--- src/rtl/median_window_gen.sv ---
// median_window_gen: raster-stream SIZE x SIZE neighbourhood generator with one registered output stage.
// Define WIN_COORD_EN to add win_x/win_y (column/row of the window centre pixel).
module median_window_gen #(
  parameter int unsigned IMG_WIDTH  = 64,
  parameter int unsigned IMG_HEIGHT = 64,
  parameter int unsigned SIZE       = 5
) (
  input  logic                   clk,
  input  logic                   rst_n,
  input  logic [7:0]             pix_in,
  input  logic                   pix_valid,
  input  logic                   pix_sof,
  output logic                   pix_ready,
  output logic [SIZE*SIZE*8-1:0] win_out,
  output logic                   win_valid,
  output logic                   win_last,
  input  logic                   win_ready
`ifdef WIN_COORD_EN
  ,
  output logic [15:0]            win_x,
  output logic [15:0]            win_y
`endif
);

  localparam int unsigned CW   = (IMG_WIDTH > 1) ? $clog2(IMG_WIDTH) : 1;
  localparam int unsigned RW   = (IMG_HEIGHT > 1) ? $clog2(IMG_HEIGHT) : 1;
  localparam int unsigned WB   = SIZE * SIZE * 8;
  localparam int unsigned HALF = (SIZE - 1) / 2;
  localparam logic [CW-1:0] COL_LAST = CW'(IMG_WIDTH - 1);
  localparam logic [RW-1:0] ROW_LAST = RW'(IMG_HEIGHT - 1);
  localparam logic [CW-1:0] COL_FULL = CW'(SIZE - 1);
  localparam logic [RW-1:0] ROW_FULL = RW'(SIZE - 1);

  // lb_q[0] is the oldest buffered line, lb_q[SIZE-2] the line just above the current one
  logic [7:0]    lb_q [SIZE-1][IMG_WIDTH];
  logic [7:0]    sh_q [SIZE][SIZE];
  logic [7:0]    sh_d [SIZE][SIZE];
  logic [CW-1:0] col_q, col_d, col_cur;
  logic [RW-1:0] row_q, row_d, row_cur;
  logic [WB-1:0] win_q, win_d;
  logic          valid_q, valid_d, last_q, last_d;
  logic          accept, full;

  assign pix_ready = !valid_q || win_ready;
  assign accept    = pix_valid && pix_ready;

  always_comb begin
    col_cur = pix_sof ? '0 : col_q;
    row_cur = pix_sof ? '0 : row_q;
    full    = (row_cur >= ROW_FULL) && (col_cur >= COL_FULL);
    col_d   = col_q;
    row_d   = row_q;
    if (accept) begin
      if (col_cur == COL_LAST) begin
        col_d = '0;
        row_d = (row_cur == ROW_LAST) ? '0 : row_cur + 1'b1;
      end else begin
        col_d = col_cur + 1'b1;
        row_d = row_cur;
      end
    end
  end

  // New rightmost column comes from the line buffers plus the incoming pixel
  always_comb begin
    for (int unsigned r = 0; r < SIZE; r++) begin
      for (int unsigned c = 0; c + 1 < SIZE; c++) begin
        sh_d[r][c] = sh_q[r][c+1];
      end
    end
    for (int unsigned r = 0; r + 1 < SIZE; r++) begin
      sh_d[r][SIZE-1] = lb_q[r][col_cur];
    end
    sh_d[SIZE-1][SIZE-1] = pix_in;
    win_d = '0;
    for (int unsigned r = 0; r < SIZE; r++) begin
      for (int unsigned c = 0; c < SIZE; c++) begin
        win_d[r*SIZE*8 + c*8 +: 8] = sh_d[r][c];
      end
    end
  end

  always_comb begin
    valid_d = valid_q;
    last_d  = last_q;
    if (accept && full) begin
      valid_d = 1'b1;
      last_d  = (row_cur == ROW_LAST) && (col_cur == COL_LAST);
    end else if (win_ready) begin
      valid_d = 1'b0;
      last_d  = 1'b0;
    end
  end

  always_ff @(posedge clk) begin
    if (accept) begin
      for (int unsigned k = 0; k + 2 < SIZE; k++) begin
        lb_q[k][col_cur] <= lb_q[k+1][col_cur];
      end
      lb_q[SIZE-2][col_cur] <= pix_in;
      sh_q <= sh_d;
    end
  end

`ifdef WIN_COORD_EN
  logic [15:0] x_q, y_q;
  assign win_x = x_q;
  assign win_y = y_q;
`endif

  always_ff @(posedge clk or negedge rst_n) begin
    if (!rst_n) begin
      col_q   <= '0;
      row_q   <= '0;
      win_q   <= '0;
      valid_q <= 1'b0;
      last_q  <= 1'b0;
`ifdef WIN_COORD_EN
      x_q     <= '0;
      y_q     <= '0;
`endif
    end else begin
      col_q   <= col_d;
      row_q   <= row_d;
      valid_q <= valid_d;
      last_q  <= last_d;
      if (accept && full) begin
        win_q <= win_d;
`ifdef WIN_COORD_EN
        x_q   <= 16'(col_cur) - 16'(HALF);
        y_q   <= 16'(row_cur) - 16'(HALF);
`endif
      end
    end
  end

  assign win_out   = win_q;
  assign win_valid = valid_q;
  assign win_last  = last_q;

endmodule

--- config.mk ---
export PLATFORM = sky130hd
export DESIGN_NAME = median_window_gen
export DESIGN_NICKNAME = d
export VERILOG_FILES = /design/src/rtl/median_window_gen.sv
export SDC_FILE = /design/constraint.sdc
export NUM_CORES = 2
export LEC_CHECK = 0
export ABC_AREA = 1
export CAP_MARGIN = 15
export CORE_MARGIN = 2
export CORE_UTILIZATION = 33
export CTS_CLUSTER_SIZE = 14
export DETAILED_ROUTE_END_ITERATION = 10
export PLACE_DENSITY = 0.52
export SLEW_MARGIN = 10
export SYNTH_ARGS = -nofsm -noshare
export SYNTH_HDL_FRONTEND = slang
export SYNTH_SLANG_ARGS = --single-unit
--- constraint.sdc ---
create_clock -name clk -period 12 [get_ports clk]
set_input_delay 1.2 -clock clk [delete_from_list [all_inputs] [get_ports clk]]
set_output_delay 1.2 -clock clk [all_outputs]
set_load 0.01 [all_outputs]
---- Word level (Yosys, flattened, before mapping) ----
Memory sizes are Yosys's and may differ from the RTL's.
Index checks and enable logic that the tools add are counted.
word-level totals
  flip-flop bits (word level) ............. 374
  bits in writable memories ............... 2,048
  input port bits ......................... 13
  output and inout bits ................... 203
  word-level logic and storage cells ...... 67
  memories kept ........................... 1
cells by class
  add/sub/neg operators ................... 2
  magnitude comparators ................... 4
  eq/ne operators ......................... 2
  mux-type cells .......................... 24
  bitwise gates (word level) .............. 1
  reductions and logical operators ........ 8
memories
  name  words  bits a word  rd ports  clocked after Yosys merged registers in  write ports  RTL line  source
  lb_q  4      512          4         0                                        4            35        logic [7:0] lb_q [SIZE-1][IMG_WIDTH];
operator list
  operator                                                            count
  two-way mux 512 bit                                                 1
  binary-select mux 8 bit (select 6 bit)                              4
  two-way mux 8 bit                                                   9
  demux 8 bit (select 6 bit)                                          1
  two-way mux 6 bit                                                   5
  adder 6 x 1 -> 6 bit (second input constant)                        2
  equality test 6 bit (second input constant)                         2
  greater-or-equal comparator 6 x 3 -> 1 bit (second input constant)  2
  greater-or-equal comparator 7 bit (second input constant)           1
  < comparator 7 x 1 -> 1 bit (second input constant)                 1
  inverter 6 -> 7 bit                                                 1
  logical AND 1 bit                                                   5
  two-way mux 1 bit                                                   4
  nonzero test 2 bit                                                  1
  zero test 1 bit                                                     1
  logical OR 1 bit                                                    1

---- Longest topological paths before layout ----
  depth in word-level cells ............... 7
  mapped depth ............................ 17
  gate-level depth less buffers ........... 14

---- Least setup slack after synthesis ----
OpenSTA, ideal clock, no wires.
  path type ............................... input to register
  from .................................... input port win_ready
  to ...................................... register row_q[1]
  library setup time ...................... 106 ps
  arrival time ............................ 6,831 ps
  required time ........................... 11,894 ps
  path slack .............................. 5,064 ps
  stages .................................. 7
  path buffers ............................ 1
  path through ............................ inv_1 -> nand2_1 -> nand2_1 -> clkinv_1 -> clkbuf_1 -> nand2_1 -> o211ai_1
on the way
  word-level cells in the longest chain between the ends .. 2
RTL lines
  what                  RTL line  source
  start, declared       17        input logic win_ready
  logical OR 1 bit      44        assign pix_ready = !valid_q || win_ready;
  via pix_ready         13        output logic pix_ready,
  logical AND 1 bit     45        assign accept = pix_valid && pix_ready;
  via accept            42        logic accept, full;
  end signal, assigned  124       row_q <= row_d;
  end, declared         39        logic [RW-1:0] row_q, row_d, row_cur;
The timed path passes the listed nets, and every way through them passes these cells.
A chain may end at the register's enable or synchronous reset.

==> impl_summary.md <==
Placed design
Counting tap cells, the placed design contains a total of 13438 instances. During placement, the flow inserted port buffers numbering 215. The total cell area at the placement stage is 0.108 sq mm. The wire-length estimate of the detail-placed layout is 186 mm.

The congestion estimate from routability-driven global placement came to 0.883.

Die
The initial core utilization is 33.2%. The floorplan has 202 rows. The die covers 0.309 sq mm. From bottom edge to top edge, the die measures 556 um.

The I/O pin total is 216. The core area is 0.303 sq mm. Measured along the x axis, the die boundary spans 556 um.

Min path
The path class of the tightest hold or removal check is input pin to async pin.

Worst setup path
The kind of start point of the critical path is an input pin. STA puts the critical path data required time at 12.58 ns. STA puts the critical path data arrival time at 6.98 ns.

The capturing point of the worst reg2reg path is lb_q[0][61]$_DFFE_PP_. The launch instance of the worst register-to-register path is col_q[0]$_DFFE_PN0P_. The maximum fanout count along the critical path is 109. The setup slack of the worst register-to-register path is 6.33 ns. The cell count of the worst reg-to-reg path is 15. The type of destination of the critical path is a flop. The setup path with the least slack is of type input pin to flop. The worst setup path startpoint is pix_sof.

Power and ir drop
The combinational power share is 12.5%. Cell internal power was estimated by the tool at 15200 uW. For this design the total switching power over the nets is 5500 uW.

The leakage power total is 0.0486 uW. The power per cell area is 178 mW/mm^2. In this run, flip-flops and latches consume 48.4% of the power. The worst-case IR drop observed on VDD is 0.000159 V. In this run, the clock network consumes 39.0% of the power. Power comes to 20700 uW. In this run switching power makes up 26.5% of total power.

CTS
The clock passes through at most 4 buffers. In this run the number of H-tree levels came out at 5. The buffer cell driving the clock tree root is clkbuf_16. The sink count of the clock tree is 2422. After clock tree synthesis, the flow added hold-fix buffers numbering 0. The TritonCTS clock tree is built.

The total CTS buffers is 283. The clock transition at the registers of the reported paths is 0.05 ns. The count of instances resized after the clock tree is built is 0.

The number of setup buffers added after CTS is 0. At the later pin of the worst-skew pair, clock insertion delay measures 0.97 ns.

Final layout
Cells with a size suffix above 1 make up 6.53% of the layout. Relative to the synthesized area, the layout overhead comes to 15.9%. Leaving out fill and tap cells, the most frequent cell in the layout is nand2_1. Excluding fillers, the count of instances in the completed layout stands at 13921. The top cell types in the final layout, fill and taps aside, are 3967 x nand2_1, 2208 x edfxtp_1, 1268 x inv_1, 899 x nand3_1, 291 x clkbuf_16. At the end of the flow, the number of nets in the layout was 9761. Once layout is done, the placed cells without fillers occupy 0.116 sq mm.

Yosys
The number of cells produced by synthesis is 9503. Synthesis produced a netlist with a net count of 9519. The post-synthesis instance area is 0.100 sq mm. After synthesis, the mean cell area works out to 10.6 sq um. Among all flip-flop cells after synthesis, the most frequent one is edfxtp_1. The number of enable flip-flop cells after synthesis is 2208. The share of flip-flops with an asynchronous set or reset after synthesis is 8.84%. The number of warning messages in the yosys log is 0. The post-synthesis sequential element count is 2422.

The post-synthesis sequential area ratio is 71.4%. Yosys mapped the design onto 31 distinct sky130hd cell types.

Timing
The final cycle utilization of the critical path is 53.4%. Setup repair after global routing left no endpoint under its margin. The maximum clock rate is 0.156 GHz. The final-layout setup total negative slack is 0 ns. Measured against its own limit, the worst slew margin works out to 21.9%. The count of pins over their slew limit is 0. The clock tree skew after final layout is 0.0862 ns. The shortest period the worst path allows is 6.41 ns.

Setup violations remaining at the end of the flow were counted as 0. The hold violation count in the final report is 0. The transition time at the pin with the least slew margin is 1.17 ns.

Route
For this run, the detailed router's first-pass iteration total came to 11. The total via count after detailed routing is 68239. Summed over all layers, the routed wires come to 328 mm.

The detailed-route wire length per cell is 23.6 um. The detail route stage leaves a number of antenna-violating nets equal to 0. The vias per cell is 4.90. The first routing iteration left 7827 violations. For this run, design rule violations remaining after detail routing come to 2.

GRT
Entering global routing, the biggest net connects 152 pins. The via count of the first global-routing pass came to 65301. Global routing finished with a remaining overflow of 0.

The global router's overall resource usage is 21.0%. The wire length of the first global-routing pass is 471 mm. The number of antenna violations at the first check in global routing is 14.

Outcome
The checks that failed: DRC. The run finished, with violations left.

Job
Max-cap violations in this run came to 0.
-- per-stage QoR --
step / setup WS [ns] / utilization [%] / hold slack (ns)
5_1_grt: 5.45 / 38.4 / 0.330
6_report: 5.59 / 38.4 / 0.283
3_3_place_gp: 4.60 / 35.6 / 0.426
3_5_place_dp: 4.60 / 35.6 / 0.427
4_1_cts: 5.58 / 38.4 / 0.286
2_1_floorplan: 5.06 / - / 0.418
-- kinds of logic (layout without fill, tap and decap cells) --
logic type	count (synthesis)	after routing	synth area share, %
simple gates	5200	5200	20.8
flops	2422	2422	71.4
buf+inv	1724	2159	6.74
compound gates	149	149	1.01
xor+xnor	5	5	0.0436
fa+ha+maj	3	3	0.0374
other cells	0	5	0
-- Yosys cell counts (3+ instances only) --
| cell | instances | area share, % |
|---|---|---|
| buf_4 | 4 | 0.030 |
| clkbuf_1 | 184 | 0.69 |
| nand3_1 | 899 | 4.5 |
| nor2_2 | 7 | 0.044 |
| dfrtp_1 | 214 | 5.3 |
| o211ai_1 | 102 | 0.76 |
| o21ai_1 | 30 | 0.15 |
| nand4_1 | 33 | 0.21 |
| nand2_2 | 4 | 0.025 |
| inv_2 | 7 | 0.026 |
| o21ai_0 | 11 | 0.055 |
| buf_2 | 221 | 1.1 |
| edfxtp_1 | 2208 | 66 |
| nand3b_1 | 27 | 0.20 |
| xor2_1 | 4 | 0.035 |
| nor2_4 | 3 | 0.034 |
| ha_1 | 3 | 0.037 |
| o22ai_1 | 3 | 0.019 |
| nor2_1 | 250 | 0.93 |
| nand2_1 | 3969 | 15 |
| nor3_1 | 5 | 0.025 |
| buf_1 | 39 | 0.15 |
| inv_1 | 1268 | 4.7 |
-- power groups by stage --
| stage | registers, uW | logic, uW | clock network (uW) |
|---|---|---|---|
| floorplan | 10300 | 1130 | 0 |
| global placement | 10200 | 2570 | 0 |
| detailed placement | 10200 | 2590 | 0 |
| CTS | 10000 | 2600 | 8220 |
| global route | 10100 | 2780 | 8540 |
| finish | 10000 | 2600 | 8080 |
-- worst max path at each step --
stage,to,slack [ns],cells past startpoint
2_1_floorplan,row_q[1]$_DFFE_PN0P_,5.06,7
3_3_place_gp,lb_q[2][330]$_DFFE_PP_,4.60,15
3_5_place_dp,lb_q[0][63]$_DFFE_PP_,4.60,15
4_1_cts,lb_q[0][79]$_DFFE_PP_,5.58,15
5_1_grt,lb_q[0][407]$_DFFE_PP_,5.45,15
6_report,lb_q[0][61]$_DFFE_PP_,5.59,15
-- registers in the layout, summed over array words and instances, names as in the netlist --
name	count
col_q	6
lb_q	2048
row_q	6
sh_d	160
win_last	1
win_out	200
win_valid	1
-- area by class of cell --
| cell class | instances | area, sq um |
|---|---|---|
| fill | 29376 | 186000 |
| sequential | 2422 | 71700 |
| multi-input combinational | 5357 | 22500 |
| clock buffer | 381 | 7820 |
| tap | 3978 | 4980 |
| inverter | 1276 | 4810 |
| timing repair buffer | 405 | 3890 |
| clock inverter | 97 | 688 |
| antenna | 5 | 12.5 |
-- critical path: stages --
cell	delay, ns
clkdlybuf4s50_1	0.43
buf_4	0.24
inv_6	0.39
buf_12	0.45
nand2_4	0.57
nor2_4	0.73
buf_12	0.43
buf_4	0.40
o211ai_1	0.14
nand2_1	0.09
inv_1	0.06
nand2_1	0.06
nand3_1	0.19
nand4_1	0.52
buf_4	0.72
-- routing by layer --
| metal | track usage, % | part of all wire, % | vias up |
|---|---|---|---|
| met5 | 0 | 0.0037 | - |
| met4 | 8.60 | 4.3 | 2 |
| met3 | 3.22 | 8.1 | 497 |
| met2 | 32.4 | 45 | 2958 |
| met1 | 29.4 | 43 | 33643 |
| li1 | - | - | 31139 |
Power figures use the tool's default switching activity.
